$ cat config.mk
export PLATFORM = sky130hd
export DESIGN_NAME = pc_sequencer
export DESIGN_NICKNAME = d
export VERILOG_FILES = /design/src/rtl/cpu_pkg.sv /design/src/rtl/next_pc_unit.sv /design/src/rtl/pc_sequencer.sv
export SDC_FILE = /design/constraint.sdc
export NUM_CORES = 1
export LEC_CHECK = 0
export BUFFER_PORTS_ARGS = -buffer_cell sky130_fd_sc_hd__buf_2
export CAP_MARGIN = 5
export CELL_PAD_IN_SITES_DETAIL_PLACEMENT = 0
export CELL_PAD_IN_SITES_GLOBAL_PLACEMENT = 2
export CORE_ASPECT_RATIO = 0.75
export CORE_UTILIZATION = 21
export CTS_CLUSTER_SIZE = 24
export DETAILED_ROUTE_END_ITERATION = 8
export HOLD_SLACK_MARGIN = 0.15
export PLACE_DENSITY = 0.8
export SLEW_MARGIN = 20
export SYNTH_ARGS = -nofsm -noshare
export SYNTH_HDL_FRONTEND = slang
export SYNTH_SLANG_ARGS = --single-unit
export TNS_END_PERCENT = 30
$ cat constraint.sdc
create_clock -name clk -period 2.6 [get_ports clk]
set_clock_uncertainty 0.2 [all_clocks]
set_input_delay 0.13 -clock clk [delete_from_list [all_inputs] [get_ports clk]]
set_output_delay 0.13 -clock clk [all_outputs]
set_load 0.01 [all_outputs]
$ cat src/rtl/cpu_pkg.sv
// cpu_pkg: shared definitions for the fetch front end.
//   - seq_state_e    : pc_sequencer FSM state encoding
//   - BR_*           : control-flow select codes presented on br_s
//   - is_taken_code  : decodes a br_s value into "redirect taken"
package cpu_pkg;

    typedef enum logic [1:0] {
        StIdle  = 2'd0,
        StFetch = 2'd1,
        StHold  = 2'd2
    } seq_state_e;

    // JAL and JALR ignore br_s[0]; BRANCH is an exact 4-bit match.
    localparam logic [2:0] BR_JAL_HI  = 3'b111;
    localparam logic [2:0] BR_JALR_HI = 3'b101;
    localparam logic [3:0] BR_BRANCH  = 4'b1001;

    function automatic logic is_taken_code(input logic [3:0] s);
        return (s[3:1] == BR_JAL_HI) || (s[3:1] == BR_JALR_HI) || (s == BR_BRANCH);
    endfunction

endpackage

$ cat src/rtl/next_pc_unit.sv
// next_pc_unit: combinational redirect-target and taken decode.
// Ports:
//   br_valid  in   execute presents a resolved control-flow instruction
//   br_s      in   4-bit select code
//   br_imm    in   signed immediate (halfword offset, shifted left by one)
//   br_alu    in   ALU result used as indirect target
//   br_pc     in   PC of the control-flow instruction
//   taken     out  redirect must be applied this cycle
//   target    out  redirect address, modulo 2^PC_WIDTH
module next_pc_unit
    import cpu_pkg::*;
#(
    parameter int unsigned PC_WIDTH   = 8,
    parameter int unsigned DATA_WIDTH = 32
) (
    input  logic                  br_valid,
    input  logic [3:0]            br_s,
    input  logic [DATA_WIDTH-1:0] br_imm,
    input  logic [DATA_WIDTH-1:0] br_alu,
    input  logic [PC_WIDTH-1:0]   br_pc,
    output logic                  taken,
    output logic [PC_WIDTH-1:0]   target
);

    localparam logic [PC_WIDTH-1:0] PC_STEP = PC_WIDTH'(4);

    logic [DATA_WIDTH-1:0] imm_shl;
    logic [PC_WIDTH-1:0]   imm_off;
    logic                  unused_bits;

    assign imm_shl = br_imm << 1;
    // Only the low PC_WIDTH bits matter because all target math wraps.
    assign imm_off = imm_shl[PC_WIDTH-1:0];
    assign unused_bits = ^{imm_shl, br_alu};

    always_comb begin
        target = br_pc + PC_STEP;
        if (br_s[3:1] == BR_JAL_HI) begin
            target = br_pc + imm_off;
        end else if (br_s[3:1] == BR_JALR_HI) begin
            target = br_alu[PC_WIDTH-1:0];
        end else if (br_s == BR_BRANCH) begin
            target = br_pc + imm_off;
        end
    end

    assign taken = br_valid && is_taken_code(br_s);

endmodule

$ cat src/rtl/pc_sequencer.sv
// pc_sequencer: fetch FSM, program counter and single-entry instruction buffer.
// Ports:
//   clk, reset              clock; synchronous active-high reset
//   imem_req/addr/ack/rdata instruction memory fetch (ack returns data same cycle)
//   instr_valid/instr/instr_pc/instr_ready  buffered instruction to decode
//   br_valid/s/imm/alu/pc   resolved control flow from execute
//   pc                      current fetch PC
//   flush                   one-cycle pulse after a taken redirect
module pc_sequencer
    import cpu_pkg::*;
#(
    parameter int unsigned          PC_WIDTH   = 8,
    parameter int unsigned          DATA_WIDTH = 32,
    parameter logic [PC_WIDTH-1:0]  RESET_PC   = '0
) (
    input  logic                  clk,
    input  logic                  reset,
    output logic                  imem_req,
    output logic [PC_WIDTH-1:0]   imem_addr,
    input  logic                  imem_ack,
    input  logic [DATA_WIDTH-1:0] imem_rdata,
    output logic                  instr_valid,
    output logic [DATA_WIDTH-1:0] instr,
    output logic [PC_WIDTH-1:0]   instr_pc,
    input  logic                  instr_ready,
    input  logic                  br_valid,
    input  logic [3:0]            br_s,
    input  logic [DATA_WIDTH-1:0] br_imm,
    input  logic [DATA_WIDTH-1:0] br_alu,
    input  logic [PC_WIDTH-1:0]   br_pc,
    output logic [PC_WIDTH-1:0]   pc,
    output logic                  flush
);

    localparam logic [PC_WIDTH-1:0] PC_STEP = PC_WIDTH'(4);

    seq_state_e            state_q, state_d;
    logic [PC_WIDTH-1:0]   pc_q, pc_d;
    logic [DATA_WIDTH-1:0] instr_q, instr_d;
    logic [PC_WIDTH-1:0]   instr_pc_q, instr_pc_d;
    logic                  instr_valid_q, instr_valid_d;
    logic                  flush_q, flush_d;

    logic                  taken;
    logic [PC_WIDTH-1:0]   target;

    next_pc_unit #(
        .PC_WIDTH   (PC_WIDTH),
        .DATA_WIDTH (DATA_WIDTH)
    ) u_next_pc_unit (
        .br_valid (br_valid),
        .br_s     (br_s),
        .br_imm   (br_imm),
        .br_alu   (br_alu),
        .br_pc    (br_pc),
        .taken    (taken),
        .target   (target)
    );

    always_comb begin
        state_d       = state_q;
        pc_d          = pc_q;
        instr_d       = instr_q;
        instr_pc_d    = instr_pc_q;
        instr_valid_d = instr_valid_q;
        flush_d       = taken;

        unique case (state_q)
            StIdle: begin
                state_d = StFetch;
            end
            StFetch: begin
                if (imem_ack) begin
                    instr_d       = imem_rdata;
                    instr_pc_d    = pc_q;
                    pc_d          = pc_q + PC_STEP;
                    instr_valid_d = 1'b1;
                    state_d       = StHold;
                end
            end
            StHold: begin
                if (instr_ready) begin
                    instr_valid_d = 1'b0;
                    state_d       = StFetch;
                end
            end
            default: begin
                state_d = StIdle;
            end
        endcase

        // A redirect beats any same-cycle fetch return or decode handshake:
        // the fetched word is thrown away and the buffer is emptied.
        if (taken) begin
            pc_d          = target;
            instr_d       = instr_q;
            instr_pc_d    = instr_pc_q;
            instr_valid_d = 1'b0;
            state_d       = StFetch;
        end
    end

    always_ff @(posedge clk) begin
        if (reset) begin
            state_q       <= StIdle;
            pc_q          <= RESET_PC;
            instr_q       <= '0;
            instr_pc_q    <= '0;
            instr_valid_q <= 1'b0;
            flush_q       <= 1'b0;
        end else begin
            state_q       <= state_d;
            pc_q          <= pc_d;
            instr_q       <= instr_d;
            instr_pc_q    <= instr_pc_d;
            instr_valid_q <= instr_valid_d;
            flush_q       <= flush_d;
        end
    end

    assign imem_req    = (state_q == StFetch);
    assign imem_addr   = pc_q;
    assign instr_valid = instr_valid_q;
    assign instr       = instr_q;
    assign instr_pc    = instr_pc_q;
    assign pc          = pc_q;
    assign flush       = flush_q;

endmodule

==> flow_metrics.tcl <==
set metrics [dict create \
    cp_slowest_cell "dlygate4sd3_1" \
    clk_pin_slew_ps 70 \
    numCtsBuffers 5 \
    crit_path_start_kind "input pin" \
    synth_async_sr_flop_share 0 \
    viasPerCell 4.62 \
    numClockSinks 52 \
    critical-path-top-delay-family "buffers and inverters" \
    seq_power_share 0.442 \
    grt_overflow 0 \
    ys.flop_type "dfxtp_1" \
    port_buffers 122 \
    drv_slew 0 \
    h-tree-depth 2 \
    p_int_w 0.00144 \
    wl_per_cell_um 14.2 \
    cp_cell_sequence "dlygate4sd3_1 -> buf_2 -> and3b_2 -> buf_4 -> nand3_1 -> a21oi_1 -> dlygate4sd3_1" \
    final_cell_mix "122 x buf_2, 52 x dfxtp_1, 51 x dlygate4sd3_1" \
    clk_latency_ps 290 \
    maxClockFrequency_mhz 432 \
    worst_pin_slew_ps 431 \
    cts_tree "done" \
    grtUsageTotal 0.146 \
    ys_seq_area_frac 0.409 \
    post_cts_buffers 0 \
    syn_nets 426 \
    dieArea_mm2 0.0126 \
    rsz0062_at_grt "no" \
    crit_required_ps 2630 \
    switchingPower_w 0.000519 \
    swShare 0.266 \
    routed_wl_um 8880 \
    path_buf_inv 4 \
    dp_hpwl_um 5990 \
    finalHoldViolCount 0 \
    grt_max_degree 30 \
    diodes 0 \
    synth.avg_cell_area_um2 8.35 \
    synth_cell_type_count 48 \
    ctsResizeCount 0 \
    cts_root_buffer "clkbuf_16" \
    die_w_um 129 \
    final_common_cell "buf_2" \
    ctsHoldBuffers 51 \
    vias 2879 \
    grt_pass1_vias 3025 \
    clk_path_buf_depth 2 \
    final.setup.tns_ps 0 \
    outcome "complete, no violations" \
    synth-seq-cells 52 \
    netlist_area_mm2 0.00255 \
    ir_drop_mv 0.250 \
    dr.pass1.iters 4 \
    p_per_area_mw_per_mm2 497 \
    leakagePower_nw 1.73 \
    combPwrFrac 0.207 \
    utilization 0.337 \
    crit_type "input pin to flop" \
    gp_congestion 0.740 \
    drc 0 \
    start_util 0.218 \
    die_y_um 97.4 \
    crit_arrival_ps 2350 \
    synth_edf_count 0 \
    num_io_pins 172 \
    p_total_w 0.00196 \
    syn2layout_area_growth_pct 54.6 \
    maxCapViolations 0 \
    maxSlewHeadroom 0.713 \
    grt_pass1_wl_um 14500 \
    worstPathMaxFanout 18 \
    critPathMaxStageDelay_ps 550 \
    rows 34 \
    yosys_warnings 0 \
    period_share 0.891 \
    setup_viol 0 \
    clockPowerShare 0.351 \
    drt_iter0_markers 86 \
    core_mm2 0.0117 \
    fin_nets 582 \
    min-delay-path-class "input pin to flop" \
    synth_cells 305 \
    end_kind "flop" \
    period_needed_ps 2320 \
    cp_common_cell "dlygate4sd3_1" \
    reg2reg_depth 5 \
    cp.depth 7 \
    whs_path_depth 4 \
    postRouteAntennaNets 0 \
    drive_gt1_frac 0.315 \
    antenna_found_initial 0 \
]
[routing by layer]
layer	track usage	part of all wire
met1	0.187	0.47
met2	0.242	0.46
met3	0.0336	0.056
met4	0.0416	0.016
met5	0	0
[cells in the mapped netlist (3+ instances only)]
master / number / area [um2]
buf_4: 9 / 67.6
nand2b_1: 3 / 18.8
nor2_1: 6 / 22.5
inv_1: 5 / 18.8
a211o_1: 3 / 26.3
clkbuf_1: 17 / 63.8
a221oi_1: 3 / 26.3
a211oi_1: 4 / 30.0
a21o_1: 3 / 22.5
a21oi_1: 49 / 245
dfxtp_1: 52 / 1040
nand2_1: 5 / 18.8
buf_2: 8 / 40.0
o21ai_0: 44 / 220
xnor2_1: 3 / 26.3
nor3_1: 5 / 25.0
ha_1: 7 / 87.6
nand3_1: 43 / 215
[cell families after synthesis]
logic type	share of synthesized area
simple gates	0.167
compound gates	0.286
mux	0.00835
flops	0.409
fa+ha+maj	0.0422
xor+xnor	0.0138
buf+inv	0.0747
[stage by stage]
step / hold slack, ps / cell area (um2) / cells / setup slack, ps
after global placement: 184 / 3270 / 565 / 370
final: 189 / 3940 / 623 / 283
after global routing: 226 / 3940 / 623 / 192
after floorplan: 77.7 / 2550 / 305 / 574
after detailed placement: 188 / 3270 / 565 / 351
after CTS: 175 / 3940 / 623 / 289
[flip-flops by register name, summed over array words and instances, names as in the netlist]
signal and count:
instr_pc 8, flush 1, instr 32, state_q 2
imem_addr 8, instr_valid 1
[worst reg2reg max path: cells and delay by family, from the launching register on]
family                 cells  cell delay (ps)
buffers and inverters      2              850
and+or+nand+nor            2              590
DFF                        1              450
AOI/OAI and AO/OA          1              130
[path summary, 6_finish.rpt]
path,startpoint,end,slack [ps]
min,br_imm[3],imem_addr[6],190
min reg2reg,instr_pc[2],instr_pc[2],270
max reg2reg,state_q[0],instr[24],320
max,imem_ack,instr[24],280
[power by group through the flow]
stage	clock [W]	combinational, W	sequential (W)
6_report	0.000686	0.000404	0.000865
2_1_floorplan	0	0.000191	0.000892
5_1_grt	0.000750	0.000449	0.000870
4_1_cts	0.000721	0.000406	0.000865
3_3_place_gp	0	0.000341	0.000881
3_5_place_dp	0	0.000347	0.000883
[layout make-up]
cell class	count	area, um2
fillers	1235	7760
multi-input cells	214	1330
repair buffers	183	1200
flip-flops and latches	52	1040
well taps	162	203
clock buffers	7	153
inverters	5	18.8
Note: power is estimated with default switching activity, not from simulation.
